[config.mk]
export PLATFORM = sky130hd
export DESIGN_NAME = onchip_mem_reader
export DESIGN_NICKNAME = d
export VERILOG_FILES = /design/src/rtl/onchip_mem_pkg.sv /design/src/rtl/onchip_mem_reader.sv
export SDC_FILE = /design/constraint.sdc
export NUM_CORES = 1
export LEC_CHECK = 0
export BUFFER_PORTS_ARGS = -buffer_cell sky130_fd_sc_hd__buf_4
export CORE_MARGIN = 3
export CORE_UTILIZATION = 45
export DETAILED_ROUTE_END_ITERATION = 7
export PLACE_DENSITY = 0.82
export SLEW_MARGIN = 30
export SYNTH_ARGS = -nofsm -noshare
export SYNTH_HDL_FRONTEND = slang
export SYNTH_SLANG_ARGS = --single-unit
export TNS_END_PERCENT = 10
[constraint.sdc]
create_clock -name clk -period 3.2 [get_ports clk]
set_input_delay 0.16 -clock clk [delete_from_list [all_inputs] [get_ports clk]]
set_output_delay 0.16 -clock clk [all_outputs]
set_load 0.005 [all_outputs]
[src/rtl/onchip_mem_pkg.sv]
// Shared definitions for the on-chip memory reader: state encoding and bus constants.
package onchip_mem_pkg;

  typedef enum logic [1:0] {
    StIdle = 2'd0,
    StRead = 2'd1,
    StHold = 2'd2,
    StDone = 2'd3
  } state_e;

  localparam int unsigned WORD_BYTES = 4;
  localparam logic [3:0]  BE_ALL     = 4'hF;

endpackage

[src/rtl/onchip_mem_reader.sv]
// Avalon-MM read master: reads word_count words from base_addr one transfer at a time,
// forwards each word on a valid/ready stream and accumulates a 32-bit checksum.
module onchip_mem_reader
  import onchip_mem_pkg::*;
#(
  parameter int unsigned ADDR_W = 11,
  parameter int unsigned CNT_W  = 10
) (
  input  logic              clk,
  input  logic              reset,
  input  logic              start,
  input  logic [ADDR_W-1:0] base_addr,
  input  logic [CNT_W-1:0]  word_count,
  output logic              busy,
  output logic              done,
  output logic [31:0]       checksum,
  output logic [ADDR_W-1:0] avm_address,
  output logic              avm_read,
  output logic [3:0]        avm_byteenable,
  input  logic [31:0]       avm_readdata,
  input  logic              avm_waitrequest,
  output logic              out_valid,
  output logic [31:0]       out_data,
  input  logic              out_ready
);

  state_e            state_q, state_d;
  logic [ADDR_W-1:0] addr_q, addr_d;
  logic [CNT_W-1:0]  rem_q, rem_d;
  logic [31:0]       sum_q, sum_d;
  logic [31:0]       data_q, data_d;

  // State and datapath registers; async reset kills any in-flight request immediately.
  always_ff @(posedge clk or posedge reset) begin
    if (reset) begin
      state_q <= StIdle;
      addr_q  <= '0;
      rem_q   <= '0;
      sum_q   <= '0;
      data_q  <= '0;
    end else begin
      state_q <= state_d;
      addr_q  <= addr_d;
      rem_q   <= rem_d;
      sum_q   <= sum_d;
      data_q  <= data_d;
    end
  end

  // Next-state logic: one read per word, then hold the word until the consumer takes it.
  always_comb begin
    state_d = state_q;
    addr_d  = addr_q;
    rem_d   = rem_q;
    sum_d   = sum_q;
    data_d  = data_q;
    unique case (state_q)
      StIdle: begin
        if (start) begin
          sum_d = '0;
          if (word_count != '0) begin
            addr_d  = {base_addr[ADDR_W-1:2], 2'b00};
            rem_d   = word_count;
            state_d = StRead;
          end else begin
            state_d = StDone;
          end
        end
      end
      StRead: begin
        if (!avm_waitrequest) begin
          data_d  = avm_readdata;
          sum_d   = sum_q + avm_readdata;
          state_d = StHold;
        end
      end
      StHold: begin
        if (out_ready) begin
          if (rem_q == CNT_W'(1)) begin
            state_d = StDone;
          end else begin
            rem_d   = rem_q - CNT_W'(1);
            // Address wraps naturally at the top of the byte-address space.
            addr_d  = addr_q + ADDR_W'(WORD_BYTES);
            state_d = StRead;
          end
        end
      end
      StDone: begin
        state_d = StIdle;
      end
      default: begin
        state_d = StIdle;
      end
    endcase
  end

  // Outputs decode straight from the state register so reset clears them asynchronously.
  always_comb begin
    busy           = (state_q != StIdle);
    done           = (state_q == StDone);
    avm_read       = (state_q == StRead);
    out_valid      = (state_q == StHold);
    avm_address    = addr_q;
    avm_byteenable = BE_ALL;
    checksum       = sum_q;
    out_data       = data_q;
  end

endmodule

=== Yosys cells after proc, flatten, opt, wreduce, memory -nomap -nowiden ===
Cells that the tools add are included.

* Word-level logic and storage cells: 46
* Memory bits (read-only): 0
* Latch bits: 0
* Memories: 0
* Bits in registers: 87
* Input port bits: 58
* Memory bits (writable): 0

* $mul: 0
* Mux-type cells: 19
* Reductions and logical operators: 9
* Add/sub/neg operators: 3
* Bitwise logic cells: 1
* Eq/ne operators: 9
* Div/mod/pow operators: 0
* Shifts and indexed selects: 0
* Order comparisons: 0

{| class="wikitable"
|+ Operators with widths
! operator !! count
|-
| 32-bit two-way mux || 2
|-
| 32-bit one-hot mux with 2 select lines || 1
|-
| 11-bit two-way mux || 4
|-
| 10-bit two-way mux || 4
|-
| 32-bit adder || 1
|-
| 11-bit one-hot mux with 2 select lines || 1
|-
| 10-bit one-hot mux with 2 select lines || 1
|-
| 11-bit by 3-bit adder with 11-bit output, second input constant || 1
|-
| 10-bit by 1-bit == test with 1-bit output, second input constant || 1
|-
| 2-bit two-way mux || 5
|-
| 10-bit nonzero test || 1
|-
| 10-bit by 1-bit subtractor with 10-bit output, second input constant || 1
|-
| 2-bit inequality test, second input constant || 4
|-
| 2-bit one-hot mux with 4 select lines || 1
|-
| 3-bit AND reduction || 2
|-
| 2-bit nonzero test || 3
|-
| 5-bit AND reduction || 1
|-
| 2-bit == test, second input constant || 2
|-
| 2-bit by 1-bit == test with 1-bit output, second input constant || 1
|-
| 2-bit zero test || 1
|-
| 2-bit by 1-bit inequality test with 1-bit output, second input constant || 1
|-
| 2-bit AND reduction || 1
|-
| 1-bit inverter || 1
|}

=== Longest topological paths before layout ===
* Depth after elaboration: 4
* Depth in mapped cells: 11

=== Least setup slack after synthesis ===
Ideal clock, no wire load.

* Kind: register to register
* From: reg sum_q[0], in the netlist checksum[0]
* To: reg sum_q[30], in the netlist checksum[30]
* Slack: 0.543 ns
* Arrival time: 2.533 ns
* Data required time: 3.076 ns
* Cell stages (with the launch flop): 12
* Path through: dfrtp_1 -> ha_1 -> inv_1 -> fa_1 -> and2b_1 -> o31ai_2 -> a21bo_2 -> a211oi_2 -> o311a_4 -> a31o_1 -> and3_1 -> a211o_1

* Longest elaborated chain between the ends: 3

{| class="wikitable"
|+ RTL lines
! item !! RTL line !! text
|-
| from (decl) || onchip_mem_reader.sv:30 || <nowiki>logic [31:0] sum_q, sum_d;</nowiki>
|-
| from (signal assigned) || onchip_mem_reader.sv:45 || <nowiki>sum_q <= sum_d;</nowiki>
|-
| 32-bit adder || onchip_mem_reader.sv:73 || <nowiki>sum_d = sum_q + avm_readdata;</nowiki>
|-
| 32-bit two-way mux || onchip_mem_reader.sv:71 || <nowiki>if (!avm_waitrequest) begin</nowiki>
|-
| 32-bit one-hot mux with 2 select lines || onchip_mem_reader.sv:57 || <nowiki>unique case (state_q)</nowiki>
|}

Every way passes these cells. The select of a mux whose other input is x is not followed.
A chain may end at the register's enable or synchronous reset.

=== Worst setup path after layout ===
Same ends and word-level chain as after synthesis.

==> impl_metrics.yaml <==
floorplan:
  rows: 38
  die_w_um: 114
  core-area_mm2: 0.0111
  die_area_mm2: 0.0129
  initial_utilization_pct: 47.1
  die-height_um: 114
  ios: 141
placement:
  port_buffers: 132
  place.gp.congestion: 0.925
  post-dp-hpwl_mm: 10.4
  dp_slack_ns: 0.286
sta:
  hold_viol: 0
  setup_tns_ns: 0
  worstMarginPinSlew_ns: 0.770
  rsz0062_at_grt: "no"
  max_freq_mhz: 340
  slew_headroom_pct: 48.7
  finClkSkew_ns: 0.00948
  finalSetupViolCount: 0
  setup_slack_ns: 0.257
  fin_crit_ns: 2.94
  period_share_pct: 92.0
  maxSlewViolCount: 0
global_route:
  gr-usage-met3_pct: 4.77
  antenna_found_initial: 0
  grt_max_degree: 42
  grt_pass1_vias: 4995
  track_usage_pct: 21.8
  grt_pass1_wl_mm: 23.1
  busiest_layer: "met2"
  met1_usage_pct: 27.5
  grt_use_met2_pct: 37.0
  grt_overflow: 0
power_and_ir_drop:
  powerDensity_mw_per_mm2: 893
  peakVddDrop_mv: 0.515
  leakagePower_nw: 3.33
min_path:
  min_path_cells: 3
  holdPathEnd: "out_data[17]"
  hp-class: "in -> reg"
  min_from: "avm_readdata[17]"
setup_path:
  r2r_start: "checksum[0]"
  crit_arrival_ns: 3.18
  worstSetupPathType: "reg -> reg"
  reg2reg_depth: 11
  cp_max_fo: 4
  max_stage_delay_ns: 0.40
  required_ns: 3.43
  r2r-end: "checksum[30]"
  slowest_stage: "dfrtp_1"
  cp-end-kind: "register"
  r2r_slack_ns: 0.26
  crit_path_cell_trace: "ha_1 > inv_1 > fa_1 > and2b_1 > o31ai_2 > a21bo_2 > a211oi_2 > o311a_4 > a31o_1 > and3_1 > a211o_1"
  critPathLaunchType: "register"
clock_network:
  path_clk_slew_ns: 0.06
  cts_setup_buffers: 0
  cts_buffer_depth: 2
  cts_htree_levels: 3
  numClockSinks: 85
  clock-root-buffer: "clkbuf_16"
  cts_tree: "done"
  clk_latency_ns: 0.34
  numCtsBuffers: 9
  cts-resized-gates: 0
route:
  num_vias: 4945
  final_antenna_net_count: 0
  wl_per_cell_um: 15.7
  wl_mm: 14.0
  via_per_inst: 5.55
  firstDrtPassIters: 5
  drc: 0
  drtIter0Drc: 332
synthesis:
  yosys_warnings: 0
  synth_top_cell_by_area: "dfrtp_1"
  yosysSeqAreaShare_pct: 40.8
  syn_avg_cell_area_um2: 8.39
  ys.flop_type: "dfrtp_1"
  synth_seq_cells: 85
  syn_inst: 622
  async_flop_share_pct: 100
  synth_edf_count: 0
  netlist_area_mm2: 0.00522
  synth.top_cell.area_share_pct: 40.8
  synthTopCellsByArea: "dfrtp_1, nand2_1, ha_1"
  synth.distinct_cells: 60
run_status:
  status: "finished clean"
final_layout:
  drive_gt1_share_pct: 22.6
  antenna_cells: 0
  finalNetCount: 839
  area_growth_pct: 26.8
run:
  maxCapViolations: 0
[Yosys cell counts, types with 6 or more instances]
| library cell | instances |
|---|---|
| buf_4 | 6 |
| a22oi_1 | 6 |
| ha_1 | 34 |
| o21a_1 | 7 |
| inv_1 | 16 |
| nand3_1 | 11 |
| o21ai_0 | 53 |
| nor3_1 | 9 |
| nand2_1 | 158 |
| and3_1 | 7 |
| o21ai_1 | 6 |
| nor2_1 | 36 |
| dfrtp_1 | 85 |
| nand2b_1 | 6 |
| clkbuf_1 | 20 |
| xor2_1 | 9 |
| a21oi_1 | 51 |
| a21o_1 | 11 |
| xnor2_1 | 7 |
[critical path: cells and delay by family, from the launching register on]
family                   cells  cell delay (ns)
flip-flops                   1             0.40
AO/OA/AOI/OAI                6             1.58
adder cells (fa/ha/maj)      2             0.41
buffers and inverters        1             0.07
AND/OR/NAND/NOR              2             0.37
[layer usage]
layer / share of wire, % / wire length (um) / up-vias
met5: 0 / 0 / -
met4: 1.4 / 195 / 0
met3: 7.2 / 1010 / 19
met2: 48 / 6760 / 168
met1: 43 / 6000 / 2322
li1: - / - / 2436
[through the flow]
stage	std cells	util (%)	hold slack, ns	power (W)	area, um^2
after global placement	874	57.1	0.324	0.00479	6330
after CTS	891	59.7	0.0136	0.00594	6620
after floorplan	626	-	0.265	0.00373	5230
final	891	59.7	0.0190	0.00591	6620
after detailed placement	874	57.2	0.329	0.00493	6330
after global routing	891	59.7	0.0192	0.00639	6620
[flip-flops by register name, indices dropped and copies added, names as in the netlist]
name and flops:
avm_address 9, rem_q 10, state_q 2, out_data 32, checksum 32
[report_power, final]
part           total (W)  switching, W  internal [W]
registers        0.00192      0.000378       0.00154
clock network   0.000979      0.000410      0.000569
logic            0.00301       0.00162       0.00139
total            0.00591       0.00241       0.00350
[cells in the final DEF (no fill, tap or decap), types with 4 or more instances in the layout]
cell type / synthesis / routed
clkbuf_1: 20 / 4
nand2_1: 158 / 158
nand2b_1: 6 / 5
nor2b_1: 4 / 4
o21a_1: 7 / 7
nand3_1: 11 / 11
nor2_1: 36 / 35
buf_4: 6 / 138
xnor2_1: 7 / 7
a22oi_1: 6 / 6
a32o_1: 5 / 5
or3_1: 5 / 5
xor2_1: 9 / 9
inv_1: 16 / 15
and3_1: 7 / 7
a21o_1: 11 / 11
o21ai_0: 53 / 53
dfrtp_1: 85 / 85
clkbuf_16: 0 / 9
ha_1: 34 / 34
conb_1: 2 / 6
nor3_1: 9 / 8
o21ai_1: 6 / 6
o31ai_1: 4 / 4
a211oi_1: 5 / 5
a211o_1: 4 / 4
a21oi_1: 51 / 50
[area by class of cell]
class,instances,area (um^2)
clock buffer,15,268
multi-input combinational,494,2930
clock inverter,1,5.00
fill,969,4460
inverter,17,65.1
timing repair buffer,139,1050
sequential,85,2130
tap,140,175
[cells by family after synthesis]
| group | Yosys count | synth area share [%] |
|---|---|---|
| AND/OR/NAND/NOR | 254 | 21.1 |
| AO/OA/AOI/OAI | 180 | 22.4 |
| flip-flops | 85 | 40.8 |
| buffers and inverters | 47 | 3.86 |
| adder cells (fa/ha/maj) | 35 | 8.54 |
| XOR/XNOR | 16 | 2.69 |
| multiplexers | 3 | 0.575 |
| other | 2 | 0.144 |
[worst max path at each step]
| stage | start | endpoint | slack (ns) |
|---|---|---|---|
| detailed placement | checksum[0] | checksum[30] | 0.29 |
| finish | checksum[0] | checksum[30] | 0.26 |
| global route | checksum[0] | checksum[30] | 0.13 |
| CTS | checksum[0] | checksum[30] | 0.27 |
| floorplan | checksum[0] | checksum[30] | 0.54 |
| global placement | checksum[0] | checksum[30] | 0.36 |
[what timing repair did]
action	in CTS	in global routing
hold endpoints to repair	39	0
endpoints found under the setup margin	0	0
hold buffers	1	0
No activity file was read; power rests on OpenSTA's default activity.
